===== config.mk =====
export PLATFORM = sky130hd
export DESIGN_NAME = uart_load_ctrl
export DESIGN_NICKNAME = d
export VERILOG_FILES = /design/src/rtl/loader_pkg.sv /design/src/rtl/byte_packer.sv /design/src/rtl/uart_load_ctrl.sv
export SDC_FILE = /design/constraint.sdc
export NUM_CORES = 1
export LEC_CHECK = 0
export ABC_CLOCK_PERIOD_IN_PS = 3400
export CAP_MARGIN = 10
export CORE_UTILIZATION = 51
export DETAILED_ROUTE_END_ITERATION = 8
export PLACE_DENSITY = 0.81
export SLEW_MARGIN = 20
export SYNTH_ARGS = -nofsm -noshare
export SYNTH_HDL_FRONTEND = slang
export SYNTH_HIERARCHICAL = 1
export SYNTH_SLANG_ARGS = --single-unit

===== constraint.sdc =====
create_clock -name clk -period 3.4 [get_ports clk]
set_input_delay 0.68 -clock clk [delete_from_list [all_inputs] [get_ports clk]]
set_output_delay 0.68 -clock clk [all_outputs]
set_load 0.01 [all_outputs]

===== src/rtl/loader_pkg.sv =====
// loader_pkg
//   Shared definitions for the UART boot loader: the controller state
//   encoding, default sizing constants, and the byte-placement helper used
//   by the byte packer.
package loader_pkg;

    typedef enum logic [2:0] {
        ST_IDLE  = 3'd0,
        ST_ARM   = 3'd1,
        ST_RECV  = 3'd2,
        ST_FLUSH = 3'd3,
        ST_DONE  = 3'd4
    } load_state_t;

    localparam int DEFAULT_ADDR_WIDTH = 14;
    localparam int DEFAULT_MAX_WORDS  = 4096;

    // One UART bit time in clk cycles (57.6 MHz clock at 115200 baud).
    localparam int UART_BIT_CYCLES = 500;
    // Line-idle timeout: ten 10-bit character frames of silence.
    localparam int DEFAULT_IDLE_CYCLES = 100 * UART_BIT_CYCLES;

    // Return 'word' with byte lane 'idx' replaced by 'b' (little-endian lanes).
    function automatic logic [31:0] place_byte(input logic [31:0] word,
                                               input logic [1:0]  idx,
                                               input logic [7:0]  b);
        logic [31:0] r;
        r = word;
        r[{idx, 3'b000} +: 8] = b;
        return r;
    endfunction

endpackage


===== src/rtl/byte_packer.sv =====
// byte_packer
//   Assembles received bytes into little-endian 32-bit words.
//   Ports:
//     clk, reset   clock, asynchronous active-low reset
//     clear        drop any partial word and restart at byte lane 0
//     byte_valid   one-cycle strobe, byte_in is packed this cycle
//     byte_in      byte to pack
//     flush        emit the partial word (unfilled lanes zero); ignored if empty
//     byte_idx     lane the next byte will land in
//     word_valid   one-cycle pulse, word_data is a complete or flushed word
//     word_data    assembled word, valid with word_valid
module byte_packer
    import loader_pkg::*;
(
    input  logic        clk,
    input  logic        reset,
    input  logic        clear,
    input  logic        byte_valid,
    input  logic [7:0]  byte_in,
    input  logic        flush,
    output logic [1:0]  byte_idx,
    output logic        word_valid,
    output logic [31:0] word_data
);

    logic [31:0] asm_q;
    logic [1:0]  idx_q;
    logic [31:0] merged;

    // The word leaves combinationally in the cycle its last byte arrives so
    // the caller can register it with the matching address in one step.
    always_comb begin
        merged     = place_byte(asm_q, idx_q, byte_in);
        word_valid = (byte_valid && (idx_q == 2'd3)) || (flush && (idx_q != 2'd0));
        word_data  = byte_valid ? merged : asm_q;
    end

    // The assembly register returns to zero after every emitted word, which
    // is what makes a flushed word zero-padded in its unreceived lanes.
    always_ff @(posedge clk or negedge reset) begin
        if (!reset) begin
            asm_q <= '0;
            idx_q <= '0;
        end else if (clear || word_valid) begin
            asm_q <= '0;
            idx_q <= '0;
        end else if (byte_valid) begin
            asm_q <= merged;
            idx_q <= idx_q + 2'd1;
        end
    end

    assign byte_idx = idx_q;

endmodule


===== src/rtl/uart_load_ctrl.sv =====
// uart_load_ctrl
//   Boot-load controller between the UART byte receiver and the CPU memory
//   write port. A load request holds the CPU, packs received bytes into
//   little-endian words written to consecutive addresses from 0, and ends on
//   the word limit or a line-idle timeout. Outside a load the CPU owns the
//   memory write port.
//   Ports:
//     clk, reset                       clock, asynchronous active-low reset
//     load_req                         one-cycle start pulse (honoured in IDLE only)
//     rx_valid, rx_byte                received byte strobe and data
//     cpu_mem_we/addr/wdata            CPU write port request
//     mem_we/addr/wdata                arbitrated memory write port
//     cpu_hold                         CPU held while 1
//     busy                             controller not idle
//     load_done                        one-cycle pulse at end of load
//     word_count                       words written in the current/last load
//     dbg_state                        controller state, for observation
//
//   rx_valid is a strobe with no ready: the receiver cannot be stalled, so a
//   byte that arrives while the controller cannot take it is lost.
module uart_load_ctrl
    import loader_pkg::*;
#(
    parameter int DATA_WIDTH  = 32,
    parameter int ADDR_WIDTH  = DEFAULT_ADDR_WIDTH,
    parameter int MAX_WORDS   = DEFAULT_MAX_WORDS,
    parameter int IDLE_CYCLES = DEFAULT_IDLE_CYCLES
) (
    input  logic                  clk,
    input  logic                  reset,
    input  logic                  load_req,
    input  logic                  rx_valid,
    input  logic [7:0]            rx_byte,
    input  logic                  cpu_mem_we,
    input  logic [ADDR_WIDTH-1:0] cpu_mem_addr,
    input  logic [DATA_WIDTH-1:0] cpu_mem_wdata,
    output logic                  mem_we,
    output logic [ADDR_WIDTH-1:0] mem_addr,
    output logic [DATA_WIDTH-1:0] mem_wdata,
    output logic                  cpu_hold,
    output logic                  busy,
    output logic                  load_done,
    output logic [ADDR_WIDTH:0]   word_count,
    output load_state_t           dbg_state
);

    localparam int IDLE_W = (IDLE_CYCLES > 1) ? $clog2(IDLE_CYCLES) : 1;
    // The counter holds IDLE_CYCLES-1 in the last silent cycle; the
    // transition out of RECV takes effect on the following edge.
    localparam logic [IDLE_W-1:0]   IDLE_LAST  = IDLE_W'(IDLE_CYCLES - 1);
    localparam logic [ADDR_WIDTH:0] WORD_LIMIT = (ADDR_WIDTH + 1)'(MAX_WORDS);

    load_state_t             state_q, state_d;
    logic [IDLE_W-1:0]       idle_cnt_q;
    logic [ADDR_WIDTH:0]     word_count_q;
    logic                    lw_we_q;
    logic [ADDR_WIDTH-1:0]   lw_addr_q;
    logic [DATA_WIDTH-1:0]   lw_data_q;

    logic                    accept;
    logic                    pk_clear;
    logic                    pk_flush;
    logic                    at_limit;
    logic                    timeout;
    logic [1:0]              byte_idx;
    logic                    word_valid;
    logic [31:0]             word_data;

    assign at_limit = (word_count_q == WORD_LIMIT);
    assign timeout  = (idle_cnt_q == IDLE_LAST);

    byte_packer u_packer (
        .clk        (clk),
        .reset      (reset),
        .clear      (pk_clear),
        .byte_valid (accept),
        .byte_in    (rx_byte),
        .flush      (pk_flush),
        .byte_idx   (byte_idx),
        .word_valid (word_valid),
        .word_data  (word_data)
    );

    always_ff @(posedge clk or negedge reset) begin
        if (!reset) state_q <= ST_IDLE;
        else        state_q <= state_d;
    end

    always_comb begin
        state_d  = state_q;
        accept   = 1'b0;
        pk_clear = 1'b0;
        pk_flush = 1'b0;
        case (state_q)
            ST_IDLE: begin
                if (load_req) begin
                    state_d  = ST_ARM;
                    pk_clear = 1'b1;
                end
            end
            ST_ARM: begin
                if (rx_valid) begin
                    state_d = ST_RECV;
                    accept  = 1'b1;
                end
            end
            ST_RECV: begin
                // The limit wins over any byte in flight; a byte arriving in
                // the timeout cycle cancels the timeout.
                if (at_limit) begin
                    state_d = ST_DONE;
                end else if (rx_valid) begin
                    accept = 1'b1;
                end else if (timeout) begin
                    state_d = (byte_idx != 2'd0) ? ST_FLUSH : ST_DONE;
                end
            end
            ST_FLUSH: begin
                pk_flush = 1'b1;
                state_d  = ST_DONE;
            end
            ST_DONE: begin
                state_d = ST_IDLE;
            end
            default: begin
                state_d = ST_IDLE;
            end
        endcase
    end

    always_ff @(posedge clk or negedge reset) begin
        if (!reset) begin
            word_count_q <= '0;
            idle_cnt_q   <= '0;
            lw_we_q      <= 1'b0;
            lw_addr_q    <= '0;
            lw_data_q    <= '0;
        end else begin
            lw_we_q <= word_valid;
            if (word_valid) begin
                lw_addr_q <= word_count_q[ADDR_WIDTH-1:0];
                lw_data_q <= word_data;
            end

            if (pk_clear)        word_count_q <= '0;
            else if (word_valid) word_count_q <= word_count_q + 1'b1;

            if ((state_q != ST_RECV) || rx_valid) idle_cnt_q <= '0;
            else if (!timeout)                    idle_cnt_q <= idle_cnt_q + 1'b1;
        end
    end

    // Write-port arbitration: the CPU request passes straight through only
    // in IDLE; otherwise it is discarded and the loader registers drive.
    always_comb begin
        if (state_q == ST_IDLE) begin
            mem_we    = cpu_mem_we;
            mem_addr  = cpu_mem_addr;
            mem_wdata = cpu_mem_wdata;
        end else begin
            mem_we    = lw_we_q;
            mem_addr  = lw_addr_q;
            mem_wdata = lw_data_q;
        end
    end

    assign cpu_hold   = (state_q != ST_IDLE);
    assign busy       = (state_q != ST_IDLE);
    assign load_done  = (state_q == ST_DONE);
    assign word_count = word_count_q;
    assign dbg_state  = state_q;

endmodule

==> metrics.cfg, run 1 <==
[critical_path]
slowest_stage = dfrtp_1
worstPathRequired_ns = 2.72
crit_buf_inv = 2
cp_top_family = buffers and inverters
arrival_ns = 2.40
reg2regPathDepth = 12
crit_chain = nor3_4 > buf_4 > mux2_2 > clkdlybuf4s50_1
crit_path_max_incr_delay_ns = 0.51
path_depth = 4
cp_max_fo = 27
crit_path_end_kind = output port
cp-start-kind = register
path_class = reg2out

[global_routing]
first_global_vias = 4689
grt_max_degree = 76
grt_pass1_wl_um = 22900
grt_usage_pct = 25.0
antenna_found_initial = 0
grt.overflow.total = 0

[sta]
hold_viol = 0
period_needed_ns = 3.08
worst_pin_slew_ns = 0.949
slew_headroom_pct = 36.7
fin_tns_setup_ns = 0
fmax_mhz = 325
rsz0062_at_grt = no
fin_crit_sh_pct = 90.5
finalSetupViolCount = 0
drv_slew = 0
setup_slack_ns = 0.324
fin_skew_ns = 0.00683

[clocking]
cts-root-buf = clkbuf_16
cts_buffers = 17
cts_buffer_depth = 2
cts_sinks = 115
holdBufCountCts = 0
clk_latency_ns = 0.40
htree_levels = 4
clkSlewWorstSetupHoldPaths_ns = 0.05
cts_resized = 0
cts_tree = done
post_cts_buffers = 0

[outcome]
status = finished clean

[worst_hold_path]
hp-class = in2async

[cells_and_area]
diodes = 0
nets = 726
finalInstanceArea_sq_um = 7940
syn_to_final_growth_pct = 34.4
fill_cells = 762
fin_util_pct = 71.7
drive_gt1_share_pct = 22.2

[synth]
ys_types = 50
syn_inst = 532
synth.most_common_cell = dfrtp_1
async_flop_share_pct = 100
synthAdderAreaFrac_pct = 1.69
ys_top_cells_by_count = dfrtp_1, mux2_2, nor2_1
ys_seq_area_share_pct = 48.7
yosys_warnings = 6
synth_mux_area_share_pct = 18.6
ys_seq_elements = 115
synth_xor_xnor_area_share_pct = 2.81
synthesis.area_sq_um = 5910
synth_compound_area_share_pct = 7.05
synthTopCellsByArea = dfrtp_1, mux2_2, nor2_1, a32oi_1, inv_1
synth-simple-area-share_pct = 16.0
synth_area_leader_cell = dfrtp_1
synth_nets = 599
ys.flop_type = dfrtp_1
synth_edf_count = 0
synth_top_area_share_pct = 48.7
synth_top_family_by_area = multiplexers
postSynthAreaPerCell_sq_um = 11.1

[power_and_ir_drop]
worst_ir_drop_vdd_v = 0.000417
power.switching_mw = 1.57
p_clk_share_pct = 36.7
pwr_density_cell_nw_per_um2 = 683
combPwrFrac_pct = 34.7
switching_share_pct = 29.0
pwr-share-seq_pct = 28.6
p_int_mw = 3.85
power.leakage_nw = 3.73

[floorplanning]
initial_utilization_pct = 53.4
die_y_um = 110
dieWidth_um = 110
io_pins = 127
fp.dieArea_sq_um = 12000
rows = 38
core_region_area_sq_um = 11100

[flow_run]
maxCapViolCount = 0

[place]
place_congestion = 0.787
port_buffers = 126
dp_hpwl_um = 9560
dp_slack_ns = 0.391
postPlaceCellArea_sq_um = 7270

[routing]
vias_per_cell = 5.75
drc_errors = 0
drt_first_pass_iters = 5
dr_total_vias = 4670
post_drt_wl_per_cell_um = 17.5
drt_iter0_drc = 258
ant_nets = 0
routed_wl_um = 14200

[layout make-up]
type,count,area [sq um],share of cell area [%]
Sequential cell,115,2880,36.2
Multi-Input combinational cell,356,2750,34.6
Timing Repair Buffer,136,1350,16.9
Clock buffer,24,502,6.32
Tap cell,140,175,2.21
Clock inverter,8,170,2.14
Inverter,33,124,1.56
[final timing paths]
| kind | startpoint | endpoint | slack [ns] |
|---|---|---|---|
| min reg2reg | lw_data_q[17]$_DFFE_PN0P_ | lw_data_q[17]$_DFFE_PN0P_ | 0.51 |
| max reg2reg | word_count[0]$_DFFE_PN0P_ | word_count[14]$_DFFE_PN0P_ | 0.59 |
| min | reset | lw_data_q[16]$_DFFE_PN0P_ | 0.43 |
| max | dbg_state[0]$_DFFE_PN0P_ | mem_addr[13] | 0.32 |
| min in group clk | lw_data_q[17]$_DFFE_PN0P_ | lw_data_q[17]$_DFFE_PN0P_ | 0.51 |
| max in group asynchronous | reset | lw_addr_q[11]$_DFFE_PN0P_ | 2.24 |
[registers in the layout, summed over array words and instances (netlist names)]
name / count
word_count: 15
lw_addr_q: 14
lw_data_q: 32
dbg_state: 3
idle_cnt_q: 16
u_packer/byte_idx: 2
lw_we_q: 1
u_packer/asm_q: 32
[power by group through the flow]
stage,Sequential [mW],Clock [mW],Combinational (mW)
5_1_grt,1.56,2.07,2.03
6_report,1.55,1.99,1.88
2_1_floorplan,1.56,0,1.15
3_3_place_gp,1.57,0,1.81
3_5_place_dp,1.58,0,1.87
4_1_cts,1.55,2.01,1.89
[logic make-up after synthesis]
group,count (synthesis)
muxes,98
adders and majority gates,8
buffers and inverters,61
DFF,115
AOI/OAI and AO/OA,59
and+or+nand+nor,172
xor gates and xnor gates,19
[layer usage]
layer  share of wire, %  track usage, %  wire, um
met5                  0               0         0
met4                1.7            9.43       239
met3                5.1            5.39       726
met2                 52            43.4      7450
met1                 41            30.4      5810
[layout by cell type (no fill, tap or decap), types with 9 or more instances in the layout]
cell	synthesis	final
clkbuf_16	0	17
nor2b_1	15	15
a21oi_1	19	19
nand2_1	32	32
nand3_1	11	11
or3_1	9	9
nor2_1	49	49
a32oi_1	20	20
buf_4	5	10
clkdlybuf4s50_1	0	125
xnor2_1	13	13
mux2_2	95	95
inv_1	32	32
dfrtp_1	115	115
nand4_1	15	15
[per-stage QoR]
stage | instances | hold slack (ns) | total power, mW
floorplan | 532 | 0.384 | 2.70
global placement | 780 | 0.492 | 3.38
detailed placement | 780 | 0.497 | 3.44
CTS | 812 | 0.462 | 5.45
global route | 812 | 0.505 | 5.66
finish | 812 | 0.435 | 5.42
Power figures use the tool's default switching activity.
==> run 2: changes to the inputs <==
--- a/config.mk
+++ b/config.mk
@@ -15,3 +15,4 @@
 export SYNTH_HDL_FRONTEND = slang
 export SYNTH_HIERARCHICAL = 1
 export SYNTH_SLANG_ARGS = --single-unit
+export TNS_END_PERCENT = 50
==> results of run 2 <==
Final layout, timing and power as in run 1 (identical DEF).
==> run 3: changes to the inputs <==
--- a/config.mk
+++ b/config.mk
@@ -7,6 +7,7 @@
 export LEC_CHECK = 0
 export ABC_CLOCK_PERIOD_IN_PS = 3400
 export CAP_MARGIN = 10
+export CORE_MARGIN = 4
 export CORE_UTILIZATION = 51
 export DETAILED_ROUTE_END_ITERATION = 8
 export PLACE_DENSITY = 0.81
==> run 3 against run 2 <==
Against the previous run: clock skew rose by 0.0012 ns; via count decreased by 1.3%; wire length down 0.58%; power down 1.9%.
==> metrics.cfg, run 3 (synthesized netlist as in run 1, its figures left out) <==
[cells_and_area]
drive_gt1_share_pct = 21.8
nets = 723
final_common_cell = clkdlybuf4s50_1
layout_common_cells = clkdlybuf4s50_1, dfrtp_1, mux2_2
syn_to_final_growth_pct = 33.7
fill_cells = 821
layout.cells.non_filler = 812
reg.largest.list = lw_data_q: 32 flops, u_packer/asm_q: 32 flops, idle_cnt_q: 16 flops
finalInstanceArea_sq_um = 7900
diodes = 0

[clocking]
clkSlewWorstSetupHoldPaths_ns = 0.05
cts_buffer_depth = 2
cts_sinks = 115
holdBufCountCts = 0
cts-root-buf = clkbuf_16
clk_latency_ns = 0.40
post_cts_buffers = 0
cts_resized = 0
htree_levels = 4
cts_buffers = 17
cts_tree = done

[sta]
fin_skew_ns = 0.00799
period_needed_ns = 2.99
fin_crit_sh_pct = 88.1
rsz0062_at_grt = no
fin_tns_setup_ns = 0
slew_headroom_pct = 52.3
finalSetupViolCount = 0
hold_viol = 0
worst_pin_slew_ns = 0.697
fmax_mhz = 334
timing.hold.ws_ns = 0.369
drv_slew = 0

[floorplanning]
dieWidth_um = 116
core_region_area_sq_um = 11400
fp.dieArea_sq_um = 13400
initial_utilization_pct = 52.0
die_y_um = 116
rows = 39
io_pins = 127

[power_and_ir_drop]
p_int_mw = 3.76
power.leakage_nw = 3.71
design_power_total_mw = 5.32
combPwrFrac_pct = 35.2
pwr_density_cell_nw_per_um2 = 673
p_clk_share_pct = 35.5
pwr-share-seq_pct = 29.3
switching_share_pct = 29.4
worst_ir_drop_vdd_v = 0.000434
power.switching_mw = 1.56

[routing]
drt_first_pass_iters = 5
post_drt_wl_per_cell_um = 17.4
dr_total_vias = 4611
routed_wl_um = 14200
drt_iter0_drc = 287
vias_per_cell = 5.68
drc_errors = 0
ant_nets = 0

[flow_run]
maxCapViolCount = 0

[critical_path]
crit_path_end_kind = output port
path_class = reg2out
worstPathRequired_ns = 2.72
arrival_ns = 2.31
cp-start-kind = register
cp_max_fo = 50

[place]
dp_hpwl_um = 9380
port_buffers = 126
dp_cells = 780
postPlaceCellArea_sq_um = 7270
place_congestion = 0.800

[outcome]
status = finished clean

[worst_hold_path]
hp-class = in2async

[global_routing]
grt_max_degree = 116
grt_usage_pct = 22.0
antenna_found_initial = 0
first_global_vias = 4661
grt_pass1_wl_um = 23300
grt.overflow.total = 0

run 3: cell types whose count changed in the layout (fill, tap and decap cells not counted):
cell | before | now
buf_12 | 1 | 2
buf_4 | 10 | 6
bufinv_16 | 5 | 4
clkbuf_8 | 5 | 4
clkinv_2 | 1 | 3
run 3: power groups by stage:
| stage | Clock [mW] | Sequential [mW] | Combinational (mW) |
|---|---|---|---|
| after floorplan | 0 | 1.56 | 1.15 |
| after global placement | 0 | 1.57 | 1.81 |
| after detailed placement | 0 | 1.58 | 1.86 |
| after CTS | 1.91 | 1.56 | 1.89 |
| after global routing | 1.98 | 1.57 | 2.02 |
| final | 1.89 | 1.56 | 1.87 |
run 3: final cells by class:
cell class                      count  area, sq um  area share (%)
Inverter                           33          124            1.57
Timing Repair Buffer              133         1340            16.9
Tap cell                          143          179            2.26
Sequential cell                   115         2880            36.4
Clock inverter                      9          150            1.90
Multi-Input combinational cell    356         2750            34.8
Clock buffer                       23          488            6.17
run 3: path summary, 6_finish.rpt:
kind	startpoint	end	slack (ns)	cells past startpoint
max	dbg_state[0]$_DFFE_PN0P_	mem_wdata[14]	0.41	4
min	reset	lw_data_q[23]$_DFFE_PN0P_	0.37	2
max reg2reg	word_count[0]$_DFFE_PN0P_	word_count[13]$_DFFE_PN0P_	0.51	12
min reg2reg	lw_data_q[9]$_DFFE_PN0P_	lw_data_q[9]$_DFFE_PN0P_	0.50	1
max in group asynchronous	reset	word_count[12]$_DFFE_PN0P_	2.60	2
min in group clk	lw_data_q[9]$_DFFE_PN0P_	lw_data_q[9]$_DFFE_PN0P_	0.50	1
run 3: per-stage QoR:
step	util, %	setup slack (ns)
after floorplan	-	0.695
after global placement	63.9	0.694
after CTS	69.5	0.368
final	69.5	0.406
after global routing	69.5	0.227
after detailed placement	63.9	0.628
run 3: layer usage:
layer	vias to the layer above	wire length, um	part of all wire, %	GRT usage (%)
met2	180	7220	51	36.8
met1	2279	5800	41	28.5
met5	-	0	0	0
met4	0	122	0.86	6.42
met3	14	1010	7.1	5.48
li1	2138	-	-	-
run 3: worst max-delay path: stages, from the launching register on:
cell	delay, ns
dfrtp_1	0.49
nor3_4	0.25
buf_12	0.29
mux2_2	0.37
clkdlybuf4s50_1	0.49
